## src/rtl/scan_sequencer_pkg.sv

```systemverilog
// Shared types and sizes for the decoder scan sequencer.
package scan_pkg;

  localparam int NUM_LINES = 8;
  localparam int IDX_W     = 3;

  typedef enum logic [0:0] {
    IDLE = 1'b0,
    SCAN = 1'b1
  } scan_state_t;

endpackage

```

## src/rtl/scan_sequencer_mask_next_idx.sv

```systemverilog
// Finds the next enabled line strictly after cur, searching circularly.
// wrap flags that the search came back to cur or went past line 7.
module mask_next_idx
  import scan_pkg::*;
(
  input  logic [NUM_LINES-1:0] mask,
  input  logic [IDX_W-1:0]     cur,
  output logic [IDX_W-1:0]     nxt,
  output logic                 wrap
);

  logic             found_s;
  logic [IDX_W-1:0] cand_s;

  // Priority search; offset NUM_LINES lands back on cur so a single-bit mask maps to itself
  always_comb begin
    nxt     = {IDX_W{1'b0}};
    found_s = 1'b0;
    cand_s  = {IDX_W{1'b0}};
    for (int i = 1; i <= NUM_LINES; i++) begin
      cand_s = cur + i[IDX_W-1:0];
      if (!found_s && mask[cand_s]) begin
        nxt     = cand_s;
        found_s = 1'b1;
      end else begin
        found_s = found_s;
      end
    end
    wrap = (nxt <= cur);
  end

endmodule

```

## src/rtl/scan_sequencer.sv

```systemverilog
// Steps the 3-to-8 decoder select through the enabled lines, holding each
// for dwell+1 cycles, in continuous or single-pass mode.
module scan_sequencer
  import scan_pkg::*;
#(
  parameter int DWELL_W = 8
) (
  input  logic                 clk,
  input  logic                 rst,
  input  logic                 start,
  input  logic                 stop,
  input  logic                 one_shot,
  input  logic [NUM_LINES-1:0] mask,
  input  logic [DWELL_W-1:0]   dwell,
  output logic                 a,
  output logic                 b,
  output logic                 c,
  output logic                 valid,
  output logic                 busy,
  output logic                 step,
  output logic                 done
);

  scan_state_t          state_r;
  logic [NUM_LINES-1:0] mask_r;
  logic [DWELL_W-1:0]   dwell_r;
  logic                 one_shot_r;
  logic [IDX_W-1:0]     idx_r;
  logic [DWELL_W-1:0]   cnt_r;

  logic [IDX_W-1:0]     first_idx_s;
  logic                 first_wrap_s;
  logic [IDX_W-1:0]     next_idx_s;
  logic                 next_wrap_s;

  // Searching from line 7 yields the lowest set bit of the live mask
  mask_next_idx u_first (
    .mask (mask),
    .cur  (3'd7),
    .nxt  (first_idx_s),
    .wrap (first_wrap_s)
  );

  mask_next_idx u_next (
    .mask (mask_r),
    .cur  (idx_r),
    .nxt  (next_idx_s),
    .wrap (next_wrap_s)
  );

  // Scan FSM with dwell counter and registered decoder-side outputs
  always_ff @(posedge clk) begin
    if (rst) begin
      state_r    <= IDLE;
      mask_r     <= {NUM_LINES{1'b0}};
      dwell_r    <= {DWELL_W{1'b0}};
      one_shot_r <= 1'b0;
      idx_r      <= {IDX_W{1'b0}};
      cnt_r      <= {DWELL_W{1'b0}};
      {a, b, c}  <= 3'b000;
      valid      <= 1'b0;
      busy       <= 1'b0;
      step       <= 1'b0;
      done       <= 1'b0;
    end else begin
      case (state_r)
        IDLE: begin
          step <= 1'b0;
          if (start && !stop && (mask != {NUM_LINES{1'b0}})) begin
            mask_r     <= mask;
            dwell_r    <= dwell;
            one_shot_r <= one_shot;
            idx_r      <= first_idx_s;
            cnt_r      <= dwell;
            {a, b, c}  <= first_idx_s;
            valid      <= 1'b1;
            busy       <= 1'b1;
            step       <= 1'b1;
            done       <= 1'b0;
            state_r    <= SCAN;
          end else begin
            {a, b, c}  <= 3'b000;
            valid      <= 1'b0;
            busy       <= 1'b0;
            done       <= start && !stop;
          end
        end
        SCAN: begin
          if (stop) begin
            state_r   <= IDLE;
            {a, b, c} <= 3'b000;
            valid     <= 1'b0;
            busy      <= 1'b0;
            step      <= 1'b0;
            done      <= 1'b0;
          end else if (cnt_r == {DWELL_W{1'b0}}) begin
            if (next_wrap_s && one_shot_r) begin
              state_r   <= IDLE;
              {a, b, c} <= 3'b000;
              valid     <= 1'b0;
              busy      <= 1'b0;
              step      <= 1'b0;
              done      <= 1'b1;
            end else begin
              // On wrap the circular search already returns the lowest set bit
              idx_r     <= next_idx_s;
              {a, b, c} <= next_idx_s;
              cnt_r     <= dwell_r;
              step      <= 1'b1;
              done      <= 1'b0;
            end
          end else begin
            cnt_r <= cnt_r - {{(DWELL_W-1){1'b0}}, 1'b1};
            step  <= 1'b0;
            done  <= 1'b0;
          end
        end
        default: begin
          state_r   <= IDLE;
          {a, b, c} <= 3'b000;
          valid     <= 1'b0;
          busy      <= 1'b0;
          step      <= 1'b0;
          done      <= 1'b0;
        end
      endcase
    end
  end

endmodule

```

## config.mk

```make
export PLATFORM = sky130hd
export DESIGN_NAME = scan_sequencer
export DESIGN_NICKNAME = d
export VERILOG_FILES = /design/src/rtl/scan_sequencer_pkg.sv /design/src/rtl/scan_sequencer_mask_next_idx.sv /design/src/rtl/scan_sequencer.sv
export SDC_FILE = /design/constraint.sdc
export NUM_CORES = 1
export LEC_CHECK = 0
export ABC_AREA = 1
export BUFFER_PORTS_ARGS = -buffer_cell sky130_fd_sc_hd__buf_2
export CAP_MARGIN = 30
export CORE_MARGIN = 5
export CORE_UTILIZATION = 58
export DETAILED_ROUTE_END_ITERATION = 8
export PLACE_DENSITY = 0.89
export REMOVE_ABC_BUFFERS = 1
export SLEW_MARGIN = 20
export SYNTH_ARGS = -nofsm -noshare
export SYNTH_HDL_FRONTEND = slang
export SYNTH_SLANG_ARGS = --single-unit
```

## constraint.sdc

```tcl
create_clock -name clk -period 3.85 [get_ports clk]
set_clock_uncertainty 0.15 [all_clocks]
set_input_delay 0 -clock clk [delete_from_list [all_inputs] [get_ports clk]]
set_output_delay 0 -clock clk [all_outputs]
set_load 0.05 [all_outputs]
```

; Word-level counts from Yosys, hierarchy flattened
; Cells that the tools add are included.
[word_totals]
reg_bits = 35
input_bits = 21
[op_classes]
order_cmp = 9
n_eq_ne = 7
n_addsub = 8
n_reduce_logical = 38
muxes = 87
n_bitwise = 1
[op_table]
columns = cell, n
row1 = $mux W1, 48
row2 = $mux W3, 16
row3 = $lt A3 B4 Y1 const B, 8
row4 = $mux W8, 4
row5 = $bmux W1 S3, 8
row6 = $logic_and A1 B1 Y1, 17
row7 = $pmux W8 S2, 1
row8 = $logic_not A1 Y1, 15
row9 = $pmux W1 S2, 7
row10 = $add A3 B3 Y3 const B, 4
row11 = $logic_not A8 Y1, 1
row12 = $reduce_bool A8 Y1, 1
row13 = $sub A8 B1 Y8 const B, 1
row14 = $add A3 B2 Y3 const B, 2
row15 = $ne A2 B2 Y1 const B, 3
row16 = $ne A3 B2 Y1 const B, 2
row17 = $pmux W3 S2, 1
row18 = $mux W2, 2
row19 = $reduce_and A2 Y1, 2
row20 = $reduce_and A4 Y1, 1
row21 = $add A3 B1 Y3 const B, 1
row22 = $le A3 B3 Y1, 1
row23 = $ne A3 B3 Y1 const B, 1
row24 = $reduce_and A3 Y1, 1
row25 = other kinds (2), 2

; Logic depth before layout (Yosys ltp)
[depth]
word_depth = 31
mapped_depth = 31
ltp_nobuf = 29

; Modules after synthesis
; Synthesis repeated with hierarchy kept, for this count alone.
[hier_totals]
hier_cells = 572
area_unflattened_um2 = 3408.3
[modules_own_cells]
columns = mod, area_each_um2, seq_area_each_um2, n_inst, cells_each
row1 = scan_sequencer, 1754.2, 700.7, 1, 264
row2 = mask_next_idx, 827.0, 0.0, 2, 154

; Worst setup path after synthesis
; No wires, ideal clock.
[synth_timing]
kind = flip-flop to flip-flop
start = register idx_r[1]
end = register cnt_r[2]
slack_ps = 285
path_buffers = 2
arrival_ps = 3281
synth_period_minus_slack_ps = 3565
stages_incl_launch_ff = 28
t_required_ps = 3566
path_cell_list = dfxtp_1 > buf_6 > clkinv_2 > ha_1 > buf_4 > inv_2 > nand3_1 > nand3_2 > nand2_2 > nor2_4 > nand4_4 > nor2_4 > nand2_1 > o21ai_1 > nand2_1 > ha_1 > a21oi_1 > o21ai_0 > nand2_1 > nand2_1 > nand3_1 > inv_1 > nor2_2 > inv_2 > nor2_4 > inv_2 > o21ai_0 > a41oi_1
[synth_via]
elab_chain_len = 29
elab_cells_between_ends = 56
cone_classes = add/sub: 7 / order compare: 1 / eq/ne: 1 / mux: 31 / reduce/logical: 16
[synth_lines]
columns = element, line_no
row1 = from (decl), scan_sequencer.sv:28  ; logic [IDX_W-1:0] idx_r;
row2 = from (signal assigned), scan_sequencer.sv:58  ; idx_r <= {IDX_W{1'b0}};
row3 = from (signal assigned), scan_sequencer.sv:73  ; idx_r <= first_idx_s;
row4 = from (signal assigned), scan_sequencer.sv:106  ; idx_r <= next_idx_s;
row5 = $add A3 B1 Y3, scan_sequencer_mask_next_idx.sv:21  ; cand_s = cur + i[IDX_W-1:0];
row6 = $bmux W1 S3, scan_sequencer_mask_next_idx.sv:22  ; if (!found_s && mask[cand_s]) begin
row7 = $mux W1 (implied by the code), scan_sequencer_mask_next_idx.sv:22
row8 = $mux W1, scan_sequencer_mask_next_idx.sv:22
row9 = $logic_not A1 Y1, scan_sequencer_mask_next_idx.sv:22
row10 = $logic_and A1 B1 Y1, scan_sequencer_mask_next_idx.sv:22
row11 = $mux W1, scan_sequencer_mask_next_idx.sv:22
row12 = $logic_not A1 Y1, scan_sequencer_mask_next_idx.sv:22
row13 = [13 not listed], n/a
row14 = $mux W1, scan_sequencer_mask_next_idx.sv:22
row15 = $logic_not A1 Y1, scan_sequencer_mask_next_idx.sv:22
row16 = $logic_and A1 B1 Y1, scan_sequencer_mask_next_idx.sv:22
row17 = $mux W3, scan_sequencer_mask_next_idx.sv:22
row18 = $le A3 B3 Y1 *, scan_sequencer_mask_next_idx.sv:29  ; wrap = (nxt <= cur);
row19 = $logic_and A1 B1 Y1 *, scan_sequencer.sv:97  ; if (next_wrap_s && one_shot_r) begin
row20 = $ne A3 B3 Y1 (no line) *, n/a
row21 = $reduce_and A3 Y1 (no line) *, n/a
row22 = to (signal assigned), scan_sequencer.sv:59  ; cnt_r <= {DWELL_W{1'b0}};
row23 = to (signal assigned), scan_sequencer.sv:108  ; cnt_r <= dwell_r;
row24 = to (signal assigned), scan_sequencer.sv:113  ; cnt_r <= cnt_r - {{(DWELL_W-1){1'b0}}, 1'b1};
row25 = to (decl), scan_sequencer.sv:29  ; logic [DWELL_W-1:0] cnt_r;
; Every way passes the cells marked *; elsewhere a longest branch is shown, timed or not. The select of a mux whose other input is x is not followed.
; A chain may end at the register's enable or synchronous reset.

; Final worst setup path
[layout_timing]
start = register idx_r[0]
end = register cnt_r[3]
; The elaborated chain is that of the path after synthesis.

==> impl_metrics.toml <==
[pwr]
ir_worst_vdd_uv = 467.5
p_leak_nw = 1.360
power_frac_comb_pct = 39.7
clkPwrFrac_pct = 26.8
p_seq_share_pct = 33.5
power_density_mw_per_mm2 = 429.8
power_switching_uw = 482.1
p_int_uw = 775.8
swShare_pct = 38.32

[logic_synthesis]
synth_area_mm2 = 0.002359
ys_types = 36
synthFlopType = "dfxtp_1"
async_flop_share_pct = 0
ys.warnings.count = 0
syn_inst = 358
avgSynthCellArea_um2 = 6.588
yosysTopAreaCellShare_pct = 29.71
synth_commonest_cells = "84 x nand2_1, 37 x nor2_1, 35 x dfxtp_1"
synth-seq-area-share_pct = 29.71
yosysTopAreaCell = "dfxtp_1"
synth_edf_count = 0
yosysMostFrequentCell = "nand2_1"
ys_top_cells_by_area = "dfxtp_1 30%, nand2_1 13%, a21oi_1 6.4%, nand3_1 5.9%, nor2_1 5.9%"
synth-seq-cells = 35

[run_status]
status = "completed"

[worst_setup_path]
end_kind = "register"
critPathLaunchType = "register"
arrival_ns = 3.67
crit_required_ns = 3.88
critical_path_class = "reg -> reg"
timing.rr.start = "idx_r[0]$_SDFFE_PP0P_"
cp_max_fo = 12
startpoint = "idx_r[0]$_SDFFE_PP0P_"

[drt]
routed_wl_um = 6894
firstDrtPassIters = 5
drc = 0
drt_iter0_markers = 213
vias = 2643
vias_per_cell = 5.721
wire_per_inst_um = 14.92
ant_nets = 0

[place]
port_buffers = 27
place_ws_ns = 0.03235
place_area_mm2 = 0.002509
routabilityCongestion = 1.003
place_inst = 427
dp_hpwl_um = 4414

[finish]
area_growth_pct = 24.09
fin_area_mm2 = 0.002927
n_fill_cell = 291
fin_nets = 438
fin_cells = 462
drive_gt1_share_pct = 18.98

[die]
initial_core_util_pct = 59.39
die_x_um = 73.77
dieArea_mm2 = 0.005442
fp.dieH_um = 73.77
core_mm2 = 0.003971
rows = 23
num_io_pins = 28

[grt]
grt_max_degree = 24
grt_pass1_wl_um = 11390
antenna_found_initial = 1
overflow = 0
grt_usage_pct = 27.11
grt_pass1_vias = 2569

[sta]
fin_worst_hold_slack_ns = 0.3082
setup_viol = 0
worstMarginPinSlew_ns = 0.5376
finalHoldViolCount = 0
tns_ns = 0
fin_crit_sh_pct = 94.55
fmax_ghz = 0.2747
relSlewSlack_pct = 64.12
worst_slack_ns = 0.2099
min_period_ns = 3.640
slew_violations = 0

[clocking]
cts.path.max_buffers = 2
cts.reportedPaths.clkPinSlew_ns = 0.08
cts_buffers = 5
cts_tree = "done"
cts.sinks = 35
cts_max_level = 2
root_buffer = "clkbuf_8"
clk_latency_ns = 0.30

[job]
max_cap_viol_count = 0

[hold_path]
worstHoldStart = "dwell_r[3]$_SDFFE_PP0P_"
holdCritPathClass = "reg -> reg"
cell type report:
type / count / area (um^2) / area share (%)
tap: 50 / 62.56 / 2.138
timing repair buffer: 57 / 429.2 / 14.66
clock inverter: 3 / 43.79 / 1.496
multi-input combinational: 268 / 1440 / 49.21
sequential: 35 / 706.9 / 24.16
antenna: 1 / 2.502 / 0.08551
clock buffer: 5 / 68.82 / 2.351
inverter: 43 / 172.7 / 5.900
per-layer routing:
layer / wire, um / track usage [%]
met3: 517 / 6.430
met5: 0 / 0
met4: 423 / 15.69
met2: 3294 / 46.85
met1: 2658 / 29.95
stage by stage:
stage | util [%] | power (mW)
after floorplan | - | 0.7679
after global placement | 63.17 | 0.8559
after detailed placement | 63.17 | 0.8688
after CTS | 71.80 | 1.221
after global routing | 73.69 | 1.342
final | 73.69 | 1.258
sequential cells by signal, summed over array words and instances, names as in the netlist:
name	cells
cnt_r	8
dwell_r	8
mask_r	8
idx_r	3
a	1
b	1
busy	1
c	1
done	1
one_shot_r	1
state_r	1
step	1
cells in the final DEF, fill, tap and decap left out, types with 5 or more instances in the layout:
cell / count
ha_1: 5
dfxtp_1: 32
o21ai_0: 23
buf_4: 5
nor2_1: 37
inv_2: 5
nor3_1: 6
buf_2: 27
a21oi_1: 30
inv_1: 33
clkbuf_8: 5
nand3_1: 27
nand2_2: 5
dlygate4sd3_1: 23
nand2_1: 83
nand3_2: 5
nand4_1: 7
final timing paths:
kind,to,slack (ns),depth (start not counted)
setup reg to reg,cnt_r[3]$_SDFFE_PP0P_,0.21,26
setup / recovery,cnt_r[3]$_SDFFE_PP0P_,0.21,26
hold reg to reg,dwell_r[3]$_SDFFE_PP0P_,0.31,2
hold / removal,dwell_r[3]$_SDFFE_PP0P_,0.31,2
cell families after synthesis:
family	after synthesis	share of synthesized area [%]
AO/OA/AOI/OAI	73	17.51
XOR/XNOR	8	3.608
adder cells (fa/ha/maj)	7	3.713
buffers and inverters	55	10.19
flip-flops	35	29.71
AND/OR/NAND/NOR	180	35.28
critical path, stage by stage (launching register included):
cell     delay, ns
dfxtp_4       0.38
buf_8         0.14
ha_2          0.20
inv_1         0.06
nand2_1       0.07
nand2_1       0.11
nand3_2       0.11
nand2_2       0.09
nor2_4        0.14
nand4_4       0.12
nor2_4        0.20
nand2_1       0.06
o21ai_1       0.10
nand2_1       0.07
ha_1          0.30
a21oi_1       0.13
o21ai_0       0.09
nand2_1       0.07
nand2_1       0.06
nand3_1       0.07
inv_1         0.07
nor2_2        0.13
inv_2         0.06
nor2_4        0.18
inv_4         0.08
o21ai_0       0.19
a21oi_1       0.06
what timing repair did:
action / in CTS / in global routing
setup buffers: 0 / 3
hold buffers: 23 / 1
endpoints found under the hold margin: 35 / 1
endpoints found under the setup margin: 0 / 17
gates resized for setup: 0 / 18
power groups by stage:
stage,clock network [mW],registers [mW],logic (mW)
floorplan,0,0.438,0.330
global placement,0,0.427,0.429
detailed placement,0,0.427,0.442
CTS,0.339,0.419,0.463
global route,0.360,0.425,0.558
finish,0.337,0.422,0.499
Power figures use the tool's default switching activity.
